<file path="src/rtl/ex_mem_pkg.sv">
// ex_mem_pkg: shared types and constants for the EX->MEM pipeline stage.
// The payload struct carries GPR write-back, HI/LO write and load/store
// fields as one unit so the skid buffer can treat it as an opaque vector.
package ex_mem_pkg;

  localparam int PKG_DATA_W     = 32;
  localparam int PKG_REG_ADDR_W = 5;
  localparam int PKG_ALUOP_W    = 8;

  localparam logic [PKG_REG_ADDR_W-1:0] NOP_REG_ADDR = '0;
  localparam logic [PKG_DATA_W-1:0]     ZERO_WORD    = '0;

  // Skid buffer occupancy, also the buffer's only state.
  typedef enum logic [1:0] {
    OCC0 = 2'd0,
    OCC1 = 2'd1,
    OCC2 = 2'd2
  } occ_e;

  // Full payload, HI/LO included.
  typedef struct packed {
    logic [PKG_REG_ADDR_W-1:0] waddr;
    logic                      wen;
    logic [PKG_DATA_W-1:0]     wdata;
    logic                      hilo_wen;
    logic [PKG_DATA_W-1:0]     hi;
    logic [PKG_DATA_W-1:0]     lo;
    logic [PKG_ALUOP_W-1:0]    aluop;
    logic [PKG_DATA_W-1:0]     mem_addr;
    logic [PKG_DATA_W-1:0]     reg2;
  } ex_mem_payload_t;

  // Stored subset when HI/LO storage is compiled out.
  typedef struct packed {
    logic [PKG_REG_ADDR_W-1:0] waddr;
    logic                      wen;
    logic [PKG_DATA_W-1:0]     wdata;
    logic [PKG_ALUOP_W-1:0]    aluop;
    logic [PKG_DATA_W-1:0]     mem_addr;
    logic [PKG_DATA_W-1:0]     reg2;
  } ex_mem_core_t;

endpackage

</file>
<file path="src/rtl/ex_mem_skid_buf.sv">
// ex_mem_skid_buf: generic 2-entry skid buffer over an opaque payload.
// Head register drives the output; the skid register absorbs the one
// extra entry accepted in the cycle after downstream stalls.
// Occupancy is exposed on o_occ so users can decode valid/ready.
module ex_mem_skid_buf
  import ex_mem_pkg::*;
#(
  parameter int W = 8
) (
  input  logic         i_clk,
  input  logic         i_rst_n,
  input  logic         i_flush,
  input  logic         i_valid,
  input  logic         i_ready,
  input  logic [W-1:0] i_data,
  output logic [W-1:0] o_data,
  output occ_e         o_occ
);

  occ_e         r_occ;
  logic [W-1:0] r_head;
  logic [W-1:0] r_skid;
  logic         w_in;
  logic         w_out;

  // Upstream ready depends only on registered occupancy, never on i_ready.
  assign w_in  = i_valid & (r_occ != OCC2) & i_rst_n;
  assign w_out = i_ready & (r_occ != OCC0);

  // Occupancy FSM with head/skid payload registers; flush beats in/out.
  always_ff @(posedge i_clk or negedge i_rst_n) begin
    if (!i_rst_n) begin
      r_occ  <= OCC0;
      r_head <= '0;
      r_skid <= '0;
    end else if (i_flush) begin
      r_occ <= OCC0;
    end else begin
      case (r_occ)
        OCC0: begin
          if (w_in) begin
            r_head <= i_data;
            r_occ  <= OCC1;
          end
        end
        OCC1: begin
          if (w_in && w_out) begin
            r_head <= i_data;
          end else if (w_out) begin
            r_occ <= OCC0;
          end else if (w_in) begin
            r_skid <= i_data;
            r_occ  <= OCC2;
          end
        end
        OCC2: begin
          if (w_out) begin
            r_head <= r_skid;
            r_occ  <= OCC1;
          end
        end
        default: r_occ <= OCC0;
      endcase
    end
  end

  assign o_data = r_head;
  assign o_occ  = r_occ;

endmodule

</file>
<file path="src/rtl/ex_mem_pipe.sv">
// ex_mem_pipe: EX->MEM pipeline stage with a 2-entry skid buffer.
// Optional feature macro: EX_MEM_PIPE_HILO_EN (HI/LO fields stored and
// passed through; when undefined HI/LO outputs are tied to zero).
//
// Handshake: an entry moves in when ex_valid & ex_ready and out when
// mem_valid & mem_ready, both sampled on the rising clk edge; ex_ready is
// decoded from registered occupancy only, so no path exists from mem_ready.
module ex_mem_pipe
  import ex_mem_pkg::*;
#(
  parameter int DATA_W     = PKG_DATA_W,
  parameter int REG_ADDR_W = PKG_REG_ADDR_W,
  parameter int ALUOP_W    = PKG_ALUOP_W
) (
  input  logic                  clk,
  input  logic                  rst,
  input  logic                  flush,
  input  logic                  ex_valid,
  output logic                  ex_ready,
  input  logic [REG_ADDR_W-1:0] ex_waddr,
  input  logic                  ex_wen,
  input  logic [DATA_W-1:0]     ex_wdata,
  input  logic                  ex_hilo_wen,
  input  logic [DATA_W-1:0]     ex_hi,
  input  logic [DATA_W-1:0]     ex_lo,
  input  logic [ALUOP_W-1:0]    ex_aluop,
  input  logic [DATA_W-1:0]     ex_mem_addr,
  input  logic [DATA_W-1:0]     ex_reg2,
  output logic                  mem_valid,
  input  logic                  mem_ready,
  output logic [REG_ADDR_W-1:0] mem_waddr,
  output logic                  mem_wen,
  output logic [DATA_W-1:0]     mem_wdata,
  output logic                  mem_hilo_wen,
  output logic [DATA_W-1:0]     mem_hi,
  output logic [DATA_W-1:0]     mem_lo,
  output logic [ALUOP_W-1:0]    mem_aluop,
  output logic [DATA_W-1:0]     mem_mem_addr,
  output logic [DATA_W-1:0]     mem_reg2,
  output logic                  fwd_wen,
  output logic [REG_ADDR_W-1:0] fwd_waddr,
  output logic [DATA_W-1:0]     fwd_wdata
);

  ex_mem_payload_t w_out_pl;
  occ_e            w_occ;

`ifdef EX_MEM_PIPE_HILO_EN
  ex_mem_payload_t w_in_pl;
  ex_mem_payload_t w_head_pl;

  // Pack inputs; a HI/LO entry never also writes a GPR.
  always_comb begin
    w_in_pl          = '0;
    w_in_pl.waddr    = ex_waddr;
    w_in_pl.wen      = ex_wen & ~ex_hilo_wen;
    w_in_pl.wdata    = ex_wdata;
    w_in_pl.hilo_wen = ex_hilo_wen;
    w_in_pl.hi       = ex_hi;
    w_in_pl.lo       = ex_lo;
    w_in_pl.aluop    = ex_aluop;
    w_in_pl.mem_addr = ex_mem_addr;
    w_in_pl.reg2     = ex_reg2;
  end

  ex_mem_skid_buf #(.W($bits(ex_mem_payload_t))) u_skid (
    .i_clk   (clk),
    .i_rst_n (rst),
    .i_flush (flush),
    .i_valid (ex_valid),
    .i_ready (mem_ready),
    .i_data  (w_in_pl),
    .o_data  (w_head_pl),
    .o_occ   (w_occ)
  );

  assign w_out_pl = w_head_pl;
`else
  ex_mem_core_t w_in_core;
  ex_mem_core_t w_head_core;
  logic         w_unused_hilo;

  // HI/LO inputs have no storage in this build.
  assign w_unused_hilo = ^{ex_hilo_wen, ex_hi, ex_lo};

  // Pack the stored subset; GPR enable passes straight through.
  always_comb begin
    w_in_core          = '0;
    w_in_core.waddr    = ex_waddr;
    w_in_core.wen      = ex_wen;
    w_in_core.wdata    = ex_wdata;
    w_in_core.aluop    = ex_aluop;
    w_in_core.mem_addr = ex_mem_addr;
    w_in_core.reg2     = ex_reg2;
  end

  ex_mem_skid_buf #(.W($bits(ex_mem_core_t))) u_skid (
    .i_clk   (clk),
    .i_rst_n (rst),
    .i_flush (flush),
    .i_valid (ex_valid),
    .i_ready (mem_ready),
    .i_data  (w_in_core),
    .o_data  (w_head_core),
    .o_occ   (w_occ)
  );

  // Widen the stored subset back to the full payload with HI/LO at zero.
  always_comb begin
    w_out_pl          = '0;
    w_out_pl.waddr    = w_head_core.waddr;
    w_out_pl.wen      = w_head_core.wen;
    w_out_pl.wdata    = w_head_core.wdata;
    w_out_pl.hilo_wen = 1'b0;
    w_out_pl.hi       = ZERO_WORD;
    w_out_pl.lo       = ZERO_WORD;
    w_out_pl.aluop    = w_head_core.aluop;
    w_out_pl.mem_addr = w_head_core.mem_addr;
    w_out_pl.reg2     = w_head_core.reg2;
  end
`endif

  assign ex_ready  = (w_occ != OCC2) & rst;
  assign mem_valid = (w_occ != OCC0);

  // Enables are qualified by valid so a bubble or flushed slot never writes.
  assign mem_waddr    = w_out_pl.waddr;
  assign mem_wen      = w_out_pl.wen & mem_valid;
  assign mem_wdata    = w_out_pl.wdata;
  assign mem_hilo_wen = w_out_pl.hilo_wen & mem_valid;
  assign mem_hi       = w_out_pl.hi;
  assign mem_lo       = w_out_pl.lo;
  assign mem_aluop    = w_out_pl.aluop;
  assign mem_mem_addr = w_out_pl.mem_addr;
  assign mem_reg2     = w_out_pl.reg2;

  assign fwd_wen   = mem_wen;
  assign fwd_waddr = mem_waddr;
  assign fwd_wdata = mem_wdata;

endmodule

</file>
<file path="config.mk">
export PLATFORM = sky130hd
export DESIGN_NAME = ex_mem_pipe
export DESIGN_NICKNAME = d
export VERILOG_FILES = /design/src/rtl/ex_mem_pkg.sv /design/src/rtl/ex_mem_skid_buf.sv /design/src/rtl/ex_mem_pipe.sv
export SDC_FILE = /design/constraint.sdc
export NUM_CORES = 1
export LEC_CHECK = 0
export ABC_AREA = 1
export BUFFER_PORTS_ARGS = -buffer_cell sky130_fd_sc_hd__buf_2
export CAP_MARGIN = 20
export CORE_ASPECT_RATIO = 1.2
export CORE_UTILIZATION = 25
export DETAILED_ROUTE_END_ITERATION = 10
export SLEW_MARGIN = 15
export SYNTH_ARGS = -nofsm -noshare
export SYNTH_HDL_FRONTEND = slang
export SYNTH_SLANG_ARGS = --single-unit
</file>
<file path="constraint.sdc">
create_clock -name clk -period 1.2 [get_ports clk]
set_input_delay 0.06 -clock clk [delete_from_list [all_inputs] [get_ports clk]]
set_output_delay 0.06 -clock clk [all_outputs]
set_load 0.03 [all_outputs]
</file>
======== After elaboration in Yosys (flattened, before gate mapping) ========
Index checks and enable logic that the tools add are counted.
cells by class
  equality and inequality tests ........... 10
  multiplexer cells ....................... 11
  bitwise gates (word level) .............. 8
  reductions and logical operators ........ 7
operators by type and width
  cell                count
  $mux 110            3
  $pmux 110 s3        1
  $mux 2              6
  $reduce_and 5->1    2
  $ne 2x1->1 const B  3
  $ne 3x2->1 const B  2
  $pmux 2 s3          1
  $and 1x1->1         5
  $ne 4x2->1 const B  1
  $reduce_and 4->1    1
  $ne 3x3->1 const B  1
  $not 1->1           3
  $reduce_bool 3->1   1
  $eq 2x1->1 const B  1
  $eq 2x2->1 const B  1
  $logic_not 2->1     1
  $ne 2x2->1 const B  1
  $reduce_bool 2->1   1
  $logic_and 1x1->1   1
storage, ports and cells
  register bits ........................... 222
  input port bits ......................... 180
  output and inout bits ................... 215

======== Depth between registers and ports, before layout ========
Gate-level depths: netlist of the first run.
  word-level depth ........................ 8
  mapped depth ............................ 9
  mapped depth without buffers ............ 7

======== Cells and area by module ========
A second synthesis of the first run with hierarchy kept.
unflattened totals
  cell total of the unflattened synthesis .. 1411
  area, all modules ....................... 10950.5 um^2
modules (own cells, without submodules)
  module           instances  cells an instance  area each (um^2)  seq. area each (um^2)
  ex_mem_skid_buf  1          1300               10146.0           5555.3
  ex_mem_pipe      1          111                804.5             0.0

======== Worst setup path before layout of the first run ========
Ideal clock, no wire load.
  path type ............................... reg-to-reg
  from .................................... register u_skid.r_occ[1], in the netlist u_skid.o_occ[1]
  to ...................................... register u_skid.r_head[39], in the netlist u_skid.o_data[39]
  arrival ................................. 1.401 ns
  required time ........................... 1.084 ns
  setup slack ............................. -0.317 ns
  cell stages (with the launch flop) ...... 9
  path buffers ............................ 2
  period minus slack after synthesis ...... 1.517 ns
  cell sequence ........................... dfrtp_1 -> inv_2 -> nand2_1 -> a21oi_2 -> nand2_1 -> buf_6 -> buf_4 -> nand2_1 -> nand2_1
between the ends
  elaborated cells between the ends (all ways) .. 15
RTL lines
  item                                   line                   source
  start: declaration                     ex_mem_skid_buf.sv:20  occ_e r_occ;
  start signal: assignment               ex_mem_skid_buf.sv:33  r_occ <= OCC0;
  start signal: assignment               ex_mem_skid_buf.sv:37  r_occ <= OCC0;
  start signal: assignment               ex_mem_skid_buf.sv:43  r_occ <= OCC1;
  $reduce_bool 2->1 (*)                  n/a
  named net mem_valid                    ex_mem_pipe.sv:29      output logic mem_valid,
  $and 1x1->1 (*)                        ex_mem_skid_buf.sv:28  assign w_out = i_ready & (r_occ != OCC0);
  $logic_and 1x1->1                      ex_mem_skid_buf.sv:47  if (w_in && w_out) begin
  $ne 2x1->1 (no source line)            n/a
  $reduce_and 5->1 (no source line) (*)  n/a
  end signal: assignment                 ex_mem_skid_buf.sv:42  r_head <= i_data;
  end signal: assignment                 ex_mem_skid_buf.sv:48  r_head <= i_data;
  end signal: assignment                 ex_mem_skid_buf.sv:58  r_head <= r_skid;
  end: declaration                       ex_mem_skid_buf.sv:21  logic [W-1:0] r_head;
The timed path passes the listed nets; every way through them passes the cells marked *.
A chain may end at the register's enable or synchronous reset.

======== Final worst setup path of the first run ========
  from .................................... register u_skid.r_occ[0], in the netlist u_skid.o_occ[0]
  to ...................................... register u_skid.r_head[82], in the netlist u_skid.o_data[82]
between the ends
  longest elaborated chain between the ends .. 6
  elaborated cells between the ends (all ways) .. 15
ends and longest elaborated chain
  item                               line                   source
  $ne 2x2->1                         ex_mem_skid_buf.sv:27  assign w_in = i_valid & (r_occ != OCC2) & i_rst_n;
  $and 1x1->1 (2 in a row)           ex_mem_skid_buf.sv:27
  $logic_and 1x1->1                  ex_mem_skid_buf.sv:47
  $ne 2x1->1 (no source line)        n/a
  $reduce_and 5->1 (no source line)  n/a
Parallel ways exist; a longest one is shown, timed or not.

==> results of run 1 <==
-- metal layers --
metal  up-vias  share of wire
met5         -         0.0013
met4         8          0.024
met3        59          0.053
met2       299           0.49
met1      4617           0.43
li1       4774              -
-- state kept, by name (all words and copies together), names as in the netlist --
| name | cells |
|---|---|
| u_skid.r_skid | 110 |
| u_skid.o_data | 110 |
| u_skid.o_occ | 2 |
-- what timing repair did --
item,in CTS,in global routing
gates resized for setup,73,31
setup buffers,13,5
setup endpoints to repair,328,467
cloned,13,16
endpoints found under the hold margin,299,1
pin swaps,26,5
-- power groups by stage --
stage,clock [mW],sequential (mW),combinational (mW)
after global routing,8.77,11.1,9.45
after floorplan,0,10.6,7.52
after detailed placement,0,10.9,7.76
after global placement,0,10.8,7.64
final,8.15,10.8,8.71
after CTS,8.49,10.8,8.52
-- worst max-delay path: stages, from the launching register on --
cell and delay (ns):
dfrtp_1 0.40, inv_2 0.08, nand2_4 0.09, nand4_1 0.17, nand2_4 0.19, buf_12 0.14
buf_12 0.12, buf_12 0.17, nand3_1 0.09, nand2_1 0.07
-- worst max path at each step --
stage,to,slack (ns),depth (start not counted)
after floorplan,u_skid.r_skid[109]$_DFFE_PN0P_,-0.26,9
after global placement,u_skid.r_skid[90]$_DFFE_PN0P_,-0.39,8
after detailed placement,u_skid.r_skid[103]$_DFFE_PN0P_,-0.42,8
after CTS,ex_ready,-0.40,5
after global routing,u_skid.o_data[85]$_DFFE_PN0P_,-0.50,9
final,u_skid.o_data[82]$_DFFE_PN0P_,-0.41,9
-- logic make-up (layout without fill, tap and decap cells) --
logic type | after synthesis | in the layout | share of synthesized area
simple gates | 569 | 570 | 0.194
flops | 222 | 222 | 0.464
buf+inv | 415 | 638 | 0.223
other cells | 1 | 66 | 0.000313
compound gates | 223 | 223 | 0.119
-- cells in the final DEF, fill, tap and decap left out, types with 22 or more instances in the layout --
cell type,Yosys,layout
buf_12,0,28
buf_2,39,260
buf_4,216,22
clkbuf_16,0,37
conb_1,1,65
dfrtp_1,222,221
dlygate4sd3_1,0,115
inv_1,116,116
nand2_1,448,407
nand2_2,0,36
nand3_1,112,92
o21ai_0,111,111
o21ai_1,30,29
o21ai_2,80,81
-- cell type report --
type                            instances  area [um^2]  share of cell area
Sequential cell                       222         5560               0.345
Inverter                              119          454              0.0282
Clock buffer                           36          729              0.0454
Antenna cell                            1         2.50            0.000156
Tap cell                              623          779              0.0485
Clock inverter                         10          135             0.00840
Timing Repair Buffer                  473         4160               0.259
Multi-Input combinational cell        858         4270               0.265
-- stage by stage --
stage                     hold WS (ns)  worst slack, ns
after global routing           -0.0182           -0.502
final                          -0.0153           -0.407
after detailed placement       -0.0401           -0.424
after floorplan                 -0.236           -0.258
after CTS                      -0.0487           -0.397
after global placement         -0.0444           -0.387
==> summary.txt, run 1 <==
Status
  – Status: complete, but fails checks
  – Failing checks: hold timing, setup timing

Clock tree
  – Number of H-tree levels: 1
  – Clock Sinks: 222
  – TritonCTS Buffers: 27
  – Worst-skew pair later-pin latency: about 0.55 ns
  – CTS clock-pin slew for the worst setup and hold paths: 0.06 ns
  – Clock Tree Root: clkbuf_16
  – Max Buffers Root-to-Sink: 3
  – TritonCTS clock tree: built
  – Cts hold-fix bufs: 115

Power
  – P_sw: 10.2 mW
  – Reg power frac: 0.391
  – Pwr dens: ~1700 nW/um^2
  – PnR Total Power: 27.7 mW
  – Switching Share: 0.369
  – Leak pwr: between 8 and 9 nW
  – Peak VDD IR: ~1.2 mV
  – Pint: around 17 mW
  – Combinational fraction of design power: 0.314
  – Clock power share: 0.294

Global routing
  – Largest net degree at the start of global routing: 100
  – Gr usage total: 0.129
  – Met3 Resource Use GR: 0.0241
  – M2 GR Usage: 0.218
  – Layer with the highest usage: met2
  – Met1 GRT Util: 0.165
  – Initial antenna violation count: 5
  – Vias in the first global route: 9381
  – First-pass GRT wire length: between 50000 and 60000 um
  – Total congestion overflow: 0

Routing
  – Via count: 9757
  – Remaining DRCs: 0
  – Final ANT Viol Nets: 0
  – DR pass1 iterations: 5
  – Vias per cell: between 4 and 5
  – Final wirelength: 34900 um
  – Wirelength per Cell: 14.9 um
  – DRT iter0 DRCs: 434

Cells and area
  – Final net count: about 1900
  – Fin area: 16100 um^2
  – Filler cell count: approximately 4800
  – Share of post-route cells with drive strength above 1: 0.320
  – Final non-filler cell total: between 2000 and 2500
  – Final Util: 0.341
  – Layout area overhead: 34.3%

Timing
  – Slew HR: 0.595
  – Fin. max-slew vios: 0
  – Setup Viol. Count Final: between 200 and 250
  – Worst Skew: 0.0220 ns
  – Fmax: just over 600 MHz
  – Tmin final: around 1.6 ns
  – Worst hold slack: -0.0153 ns
  – TNS Setup: -74.58 ns
  – Post-layout worst setup margin: -0.407 ns
  – Tcrit/Tclk final: 1.34
  – Actual slew at the worst max-slew pin: between 0.6 and 0.7 ns
  – Final hold violation count: 1
  – RSZ-0062 raised after global routing: true

Setup path
  – Worst-case reg-to-reg path depth: 9
  – Reg-to-Reg Start: u_skid.o_occ[0]$_DFFE_PN0P_
  – R2r setup slk: -0.41 ns
  – Startpoint Class: register
  – Crit path arrival time: 2.09 ns
  – Worst r2r dst: u_skid.o_data[82]$_DFFE_PN0P_
  – WS Path Type: register to register
  – Required @ worst endpoint: between 1.5 and 2 ns
  – Setup crit end kind: register
  – Crit-path max FO: 15
  – CP startpoint: u_skid.o_occ[0]$_DFFE_PN0P_

Floorplanning
  – Core area: around 47000 um^2
  – IO Pins: 395
  – Initial Util: 0.254
  – Site Rows: 87
  – Die ar.: roughly 49000 um^2
  – Die Y: 242 um
  – Die Width: between 200 and 250 um

Placement
  – DP Wirelength: between 15000 and 20000 um
  – Port Buffer Count: about 260
  – Cells after DPL: roughly 2100
  – Placed inst area: 12800 um^2
  – Global placement routability congestion: approximately 0.75

Logic synthesis
  – Number of flops mapped to enable cells by yosys: 0
  – Main flop type after synthesis: dfrtp_1
  – Ys async rst share: 1.00
  – Yosys reg bits: 222
  – Synth cell count leaders: 448 x nand2_1, 222 x dfrtp_1, 216 x buf_4
  – Post-Syn Area: between 10000 and 15000 um^2
  – Synth Area per Inst: about 8.4 um^2
  – Area contributors post-synth: dfrtp_1 46%, nand2_1 14%, buf_4 14%
  – Post-synth cell types: 25
  – Leading area contributor after synthesis: dfrtp_1
  – Syn Inst Count: 1430
  – Post-synthesis sequential area ratio: 0.464
  – Most frequent cell after synthesis: nand2_1
  – Synthesis warning total: 0
  – Top-area cell type share of the netlist area: 0.464

Min path
  – Kind of path behind the tightest hold check: primary input to register
  – Hold EP: u_skid.o_occ[0]$_DFFE_PN0P_
  – Hold Startpoint: flush
  – Hold path cells: 5

Run
  – Max Cap Viol: 0
Note: power is estimated with default switching activity, not from simulation.
==> run 2: changes to the inputs <==
- BUFFER_PORTS_ARGS: -buffer_cell sky130_fd_sc_hd__buf_2 -> not set
- CORE_MARGIN: not set -> 2
- DONT_BUFFER_PORTS: not set -> 1
- PLACE_DENSITY: not set -> 0.39
==> run 2 against run 1 <==
Against the previous run: the flow still finishes with violations (hold timing, setup timing); flip-flop and latch count unchanged; non-clock buffer count shrank 157; critical path depth shrank 1; combinational power down 7.2%; hold slack lost 0.76 ns; register-to-register slack is essentially flat; final cell count fell by 6.7%; largest power group unchanged; highest routed layer unchanged.
==> summary.txt, run 2 (synthesis results as in run 1) <==
Status
  – Status: complete, but fails checks
  – Failing checks: hold timing, setup timing

Floorplanning
  – Die Width: roughly 200 um
  – Die Y: 244 um
  – Die ar.: ~50000 um^2
  – Initial Util: 0.254
  – IO Pins: 395
  – Site Rows: 87
  – Core area: approximately 47000 um^2

Cells and area
  – Reg area: 5580 um^2
  – Most frequent cells in the layout: 349 x nand2_1, 201 x dfrtp_1, 115 x inv_1
  – Final net count: 1724
  – Layout area overhead: 39.6%
  – Multi-input logic area: 4790 um^2
  – Share of post-route cells with drive strength above 1: 0.346
  – Most common cell after layout, fill and taps aside: nand2_1
  – Filler cell count: a little under 5000

Clock tree
  – Clock Tree Root: clkbuf_16
  – CTS clock-pin slew for the worst setup and hold paths: roughly 0.060 ns
  – Number of H-tree levels: 1
  – Cts hold-fix bufs: 113
  – Clock Sinks: 222
  – TritonCTS clock tree: built
  – TritonCTS Buffers: 27
  – Max Buffers Root-to-Sink: 3
  – Worst-skew pair later-pin latency: between 0.5 and 0.6 ns

Routing
  – Final ANT Viol Nets: 0
  – DRT iter0 DRCs: 450
  – Wirelength per Cell: between 15 and 20 um
  – Via count: slightly above 9000
  – Remaining DRCs: 0
  – Final wirelength: just under 40000 um
  – DR pass1 iterations: 4
  – Vias per cell: between 4 and 5

Setup path
  – Worst-case reg-to-reg path depth: 8
  – Startpoint Class: register
  – R2r setup slk: -0.40 ns
  – Worst r2r dst: u_skid.o_data[8]$_DFFE_PN0P_
  – Setup crit end kind: register
  – Crit path arrival time: between 2 and 2.5 ns
  – Crit-path max FO: 6
  – Reg-to-Reg Start: u_skid.o_occ[1]$_DFFE_PN0P_
  – WS Path Type: register to register
  – Required @ worst endpoint: roughly 1.6 ns

Timing
  – Actual slew at the worst max-slew pin: between 0.5 and 0.6 ns
  – Post-layout worst setup margin: -0.402 ns
  – Worst Skew: roughly 0.012 ns
  – Fin. max-slew vios: 0
  – TNS Setup: -75.12 ns
  – Worst hold slack: -0.777 ns
  – Tmin final: 1.60 ns
  – Fmax: 624 MHz
  – Final hold violation count: between 200 and 250
  – RSZ-0062 raised after global routing: true
  – Slew HR: 0.628
  – Tcrit/Tclk final: 1.33
  – Setup Viol. Count Final: 226

Global routing
  – Total congestion overflow: 0
  – Largest net degree at the start of global routing: 227
  – Initial antenna violation count: 3
  – First-pass GRT wire length: about 58000 um
  – Vias in the first global route: slightly above 9000
  – Gr usage total: 0.154

Power
  – Combinational fraction of design power: 0.284
  – Reg power frac: 0.425
  – P_sw: approximately 10 mW
  – Peak VDD IR: roughly 0.98 mV
  – Pint: 18.0 mW
  – Leak pwr: between 7 and 8 nW
  – Clock power share: 0.291
  – Switching Share: 0.367
  – Pwr dens: between 1500 and 2000 nW/um^2

Run
  – Max Cap Viol: 0

Placement
  – Port Buffer Count: 0
  – DP Wirelength: 19600 um
  – Global placement routability congestion: ~0.70

Min path
  – Kind of path behind the tightest hold check: primary input to asynchronous set/reset pin
[run 2: power by group through the flow]
stage | Clock (mW) | Sequential [mW] | Combinational (mW)
global route | 8.93 | 12.4 | 8.78
finish | 8.29 | 12.1 | 8.08
CTS | 8.64 | 12.1 | 7.73
global placement | 0 | 12.0 | 5.81
floorplan | 0 | 10.6 | 7.52
detailed placement | 0 | 12.0 | 5.89
[run 2: repair_timing]
action | CTS | global route
setup endpoints to repair | 318 | 312
pin swaps | 27 | 64
hold endpoints to repair | 444 | 223
setup buffers | 44 | 18
resized for setup | 256 | 105
gates cloned | 36 | 5
[run 2: critical path, cell delays in order, from the launching register on]
cell and delay, ns:
dfrtp_2 0.44, nand2_4 0.10, nand4_1 0.18, nand2_4 0.22, nand2_8 0.13, buf_12 0.17
buf_16 0.15, nand2_2 0.05, nand2_1 0.05
[run 2: worst max-delay path by stage]
stage | from | endpoint | slack (ns) | cells after the start
after floorplan | u_skid.o_occ[0]$_DFFE_PN0P_ | u_skid.r_skid[109]$_DFFE_PN0P_ | -0.26 | 9
after global placement | u_skid.o_occ[0]$_DFFE_PN0P_ | u_skid.o_data[3]$_DFFE_PN0P_ | -0.35 | 8
after detailed placement | u_skid.o_occ[0]$_DFFE_PN0P_ | u_skid.o_data[3]$_DFFE_PN0P_ | -0.36 | 8
after CTS | u_skid.o_occ[1]$_DFFE_PN0P_ | ex_ready | -0.41 | 5
after global routing | u_skid.o_occ[1]$_DFFE_PN0P_ | u_skid.r_skid[7]$_DFFE_PN0P_ | -0.46 | 10
final | u_skid.o_occ[1]$_DFFE_PN0P_ | u_skid.o_data[8]$_DFFE_PN0P_ | -0.40 | 8
[run 2: per-stage QoR]
step / instances / utilization / instance area (um^2) / worst slack, ns / power (mW)
after floorplan: 1494 / - / 12400 / -0.258 / 18.1
after global placement: 1926 / 0.252 / 11900 / -0.352 / 17.8
after detailed placement: 1926 / 0.252 / 11900 / -0.362 / 17.9
after CTS: 2166 / 0.342 / 16100 / -0.405 / 28.4
after global routing: 2185 / 0.355 / 16700 / -0.464 / 30.1
final: 2186 / 0.355 / 16700 / -0.402 / 28.5
[run 2: layout make-up]
type                       count  area share
sequential                   222       0.334
antenna                        1    0.000150
tap                          623      0.0466
multi-input combinational    858       0.287
clock inverter                 9     0.00629
timing repair buffer         316       0.253
clock buffer                  38      0.0465
inverter                     119      0.0270
[run 2: metal layers]
layer,up-vias,GRT usage,part of all wire
li1,4480,-,-
met1,4399,0.192,0.43
met2,245,0.270,0.50
met3,51,0.0273,0.052
met4,4,0.0442,0.019
met5,-,0,0.00068
==> run 3: changes to the inputs <==
- SETUP_SLACK_MARGIN: not set -> 0.05
==> run 3 against run 2 <==
Against the previous run: the run still ends with hold timing, setup timing left; clock power about the same; sequential power about the same; power increased by 0.76%; critical endpoint is now u_skid.o_data[16]$_DFFE_PN0P_; largest cell class unchanged; largest power group unchanged.
==> summary.txt, run 3 (synthesis results as in run 1) <==
Global routing
  – Initial antenna violation count: 3
  – Met3 Resource Use GR: 0.0274
  – Met1 GRT Util: 0.193
  – Largest net degree at the start of global routing: roughly 230
  – M2 GR Usage: 0.271
  – Layer with the highest usage: met2
  – Gr usage total: 0.155
  – Vias in the first global route: between 9000 and 10000
  – First-pass GRT wire length: between 50000 and 60000 um
  – Total congestion overflow: 0

Timing
  – Worst hold slack: -0.778 ns
  – RSZ-0062 raised after global routing: true
  – Fmax: slightly above 600 MHz
  – Tcrit/Tclk final: 1.35
  – Fin. max-slew vios: 0
  – Slew HR: 0.475
  – TNS Setup: -76.49 ns
  – Setup Viol. Count Final: 226
  – Worst Skew: roughly 0.013 ns
  – Actual slew at the worst max-slew pin: between 0.7 and 0.8 ns
  – Post-layout worst setup margin: -0.414 ns
  – Tmin final: approximately 1.6 ns
  – Final hold violation count: ~220

Clock tree
  – TritonCTS clock tree: built
  – Clock Sinks: between 200 and 250
  – TritonCTS Buffers: 27
  – Clock Tree Root: clkbuf_16
  – Worst-skew pair later-pin latency: ~0.56 ns
  – Max Buffers Root-to-Sink: 3
  – CTS clock-pin slew for the worst setup and hold paths: roughly 0.06 ns
  – Cts hold-fix bufs: 113
  – Number of H-tree levels: 1

Routing
  – Final ANT Viol Nets: 0
  – DR pass1 iterations: 5
  – Vias per cell: approximately 4.2
  – Via count: approximately 9000
  – Remaining DRCs: 0
  – DRT iter0 DRCs: slightly above 400
  – Final wirelength: between 40000 and 50000 um
  – Wirelength per Cell: ~18 um

Floorplanning
  – IO Pins: roughly 400
  – Die Width: 204 um
  – Die Y: roughly 240 um
  – Die ar.: between 40000 and 50000 um^2
  – Initial Util: 0.254
  – Core area: 47100 um^2
  – Site Rows: a little under 90

Setup path
  – WS Path Type: register to register
  – Max incr delay on CP: between 0.4 and 0.5 ns
  – Setup crit end kind: register
  – Crit path max-delay cell type: dfrtp_2
  – Crit path arrival time: 2.06 ns
  – Cell family with most CP delay: simple AND/OR/NAND/NOR gates
  – Crit-path cells: nand2_4 -> nand4_1 -> nand2_4 -> nand2_8 -> buf_12 -> buf_16 -> nand2_2 -> nand2_2
  – Required @ worst endpoint: approximately 1.7 ns
  – Startpoint Class: register
  – Worst Path Buf+Inv: 2
  – Crit-path max FO: 5

Placement
  – Global placement routability congestion: between 0.6 and 0.7
  – DP Wirelength: roughly 20000 um
  – Port Buffer Count: 0
  – Cells after DPL: 1926

Power
  – Clock power share: 0.290
  – Pwr dens: between 1500 and 2000 nW/um^2
  – Combinational fraction of design power: 0.285
  – Reg power frac: 0.425
  – P_sw: about 11 mW
  – Pint: ~18 mW
  – Switching Share: 0.366
  – Peak VDD IR: ~0.9 mV
  – PnR Total Power: between 20 and 30 mW
  – Leak pwr: just under 8 nW

Run
  – Max Cap Viol: 0

Cells and area
  – Reg area: 5630 um^2
  – Most frequent cells in the layout: 351 x nand2_1, 159 x dfrtp_1, 115 x inv_1
  – Most common cell after layout, fill and taps aside: nand2_1
  – Final Util: 0.358
  – Filler cell count: ~4800
  – Layout area overhead: 40.9%
  – Share of post-route cells with drive strength above 1: 0.374
  – Multi-input logic area: 4800 um^2
  – Final net count: 1732
  – Final non-filler cell total: roughly 2200

Min path
  – Kind of path behind the tightest hold check: primary input to asynchronous set/reset pin

Status
  – Failing checks: hold timing, setup timing
  – Status: complete, but fails checks
==> run 3: power by group through the flow <==
stage / Sequential [mW] / Clock [mW] / Combinational [mW]
floorplan: 10.6 / 0 / 7.52
global placement: 12.0 / 0 / 5.81
detailed placement: 12.0 / 0 / 5.89
CTS: 12.2 / 8.64 / 7.83
global route: 12.4 / 8.96 / 8.89
finish: 12.2 / 8.31 / 8.19
==> run 3: timing repair <==
item,4_1_cts,5_1_grt
gates cloned,36,8
endpoints found under the setup margin,371,312
pin swaps,27,57
endpoints found under the hold margin,444,223
gates resized for setup,305,99
setup buffers,52,15
==> run 3: path summary, 6_finish.rpt <==
path | startpoint | end | slack [ns] | cells past startpoint
setup / recovery | u_skid.o_occ[1]$_DFFE_PN0P_ | u_skid.o_data[16]$_DFFE_PN0P_ | -0.41 | 8
hold / removal | rst | u_skid.o_data[108]$_DFFE_PN0P_ | -0.78 | 0
setup reg to reg | u_skid.o_occ[1]$_DFFE_PN0P_ | u_skid.o_data[16]$_DFFE_PN0P_ | -0.41 | 8
hold reg to reg | u_skid.r_skid[21]$_DFFE_PN0P_ | u_skid.r_skid[21]$_DFFE_PN0P_ | 0.48 | 2
max in group asynchronous | rst | u_skid.o_data[27]$_DFFE_PN0P_ | 1.28 | 0
min in group clk | rst | u_skid.o_occ[0]$_DFFE_PN0P_ | 0 | 3
==> run 3: final cells by class <==
class,count,area share
antenna,1,0.000148
tap,623,0.0462
sequential,222,0.334
inverter,119,0.0268
multi-input combinational,858,0.284
clock buffer,38,0.0461
timing repair buffer,324,0.256
clock inverter,9,0.00623
==> run 3: metrics by stage <==
step	worst slack, ns	hold slack (ns)	instance area [um^2]
after floorplan	-0.258	-0.236	12400
after global placement	-0.352	-0.224	11900
after detailed placement	-0.362	-0.223	11900
after CTS	-0.405	-0.813	16200
after global routing	-0.467	-0.811	16900
final	-0.414	-0.778	16900
==> run 3: routing by layer <==
metal | part of all wire | wire (um) | up-vias
met5 | 0.00067 | 27 | -
met4 | 0.020 | 801 | 4
met3 | 0.051 | 2030 | 53
met2 | 0.50 | 20100 | 244
met1 | 0.43 | 17200 | 4441
li1 | - | - | 4499
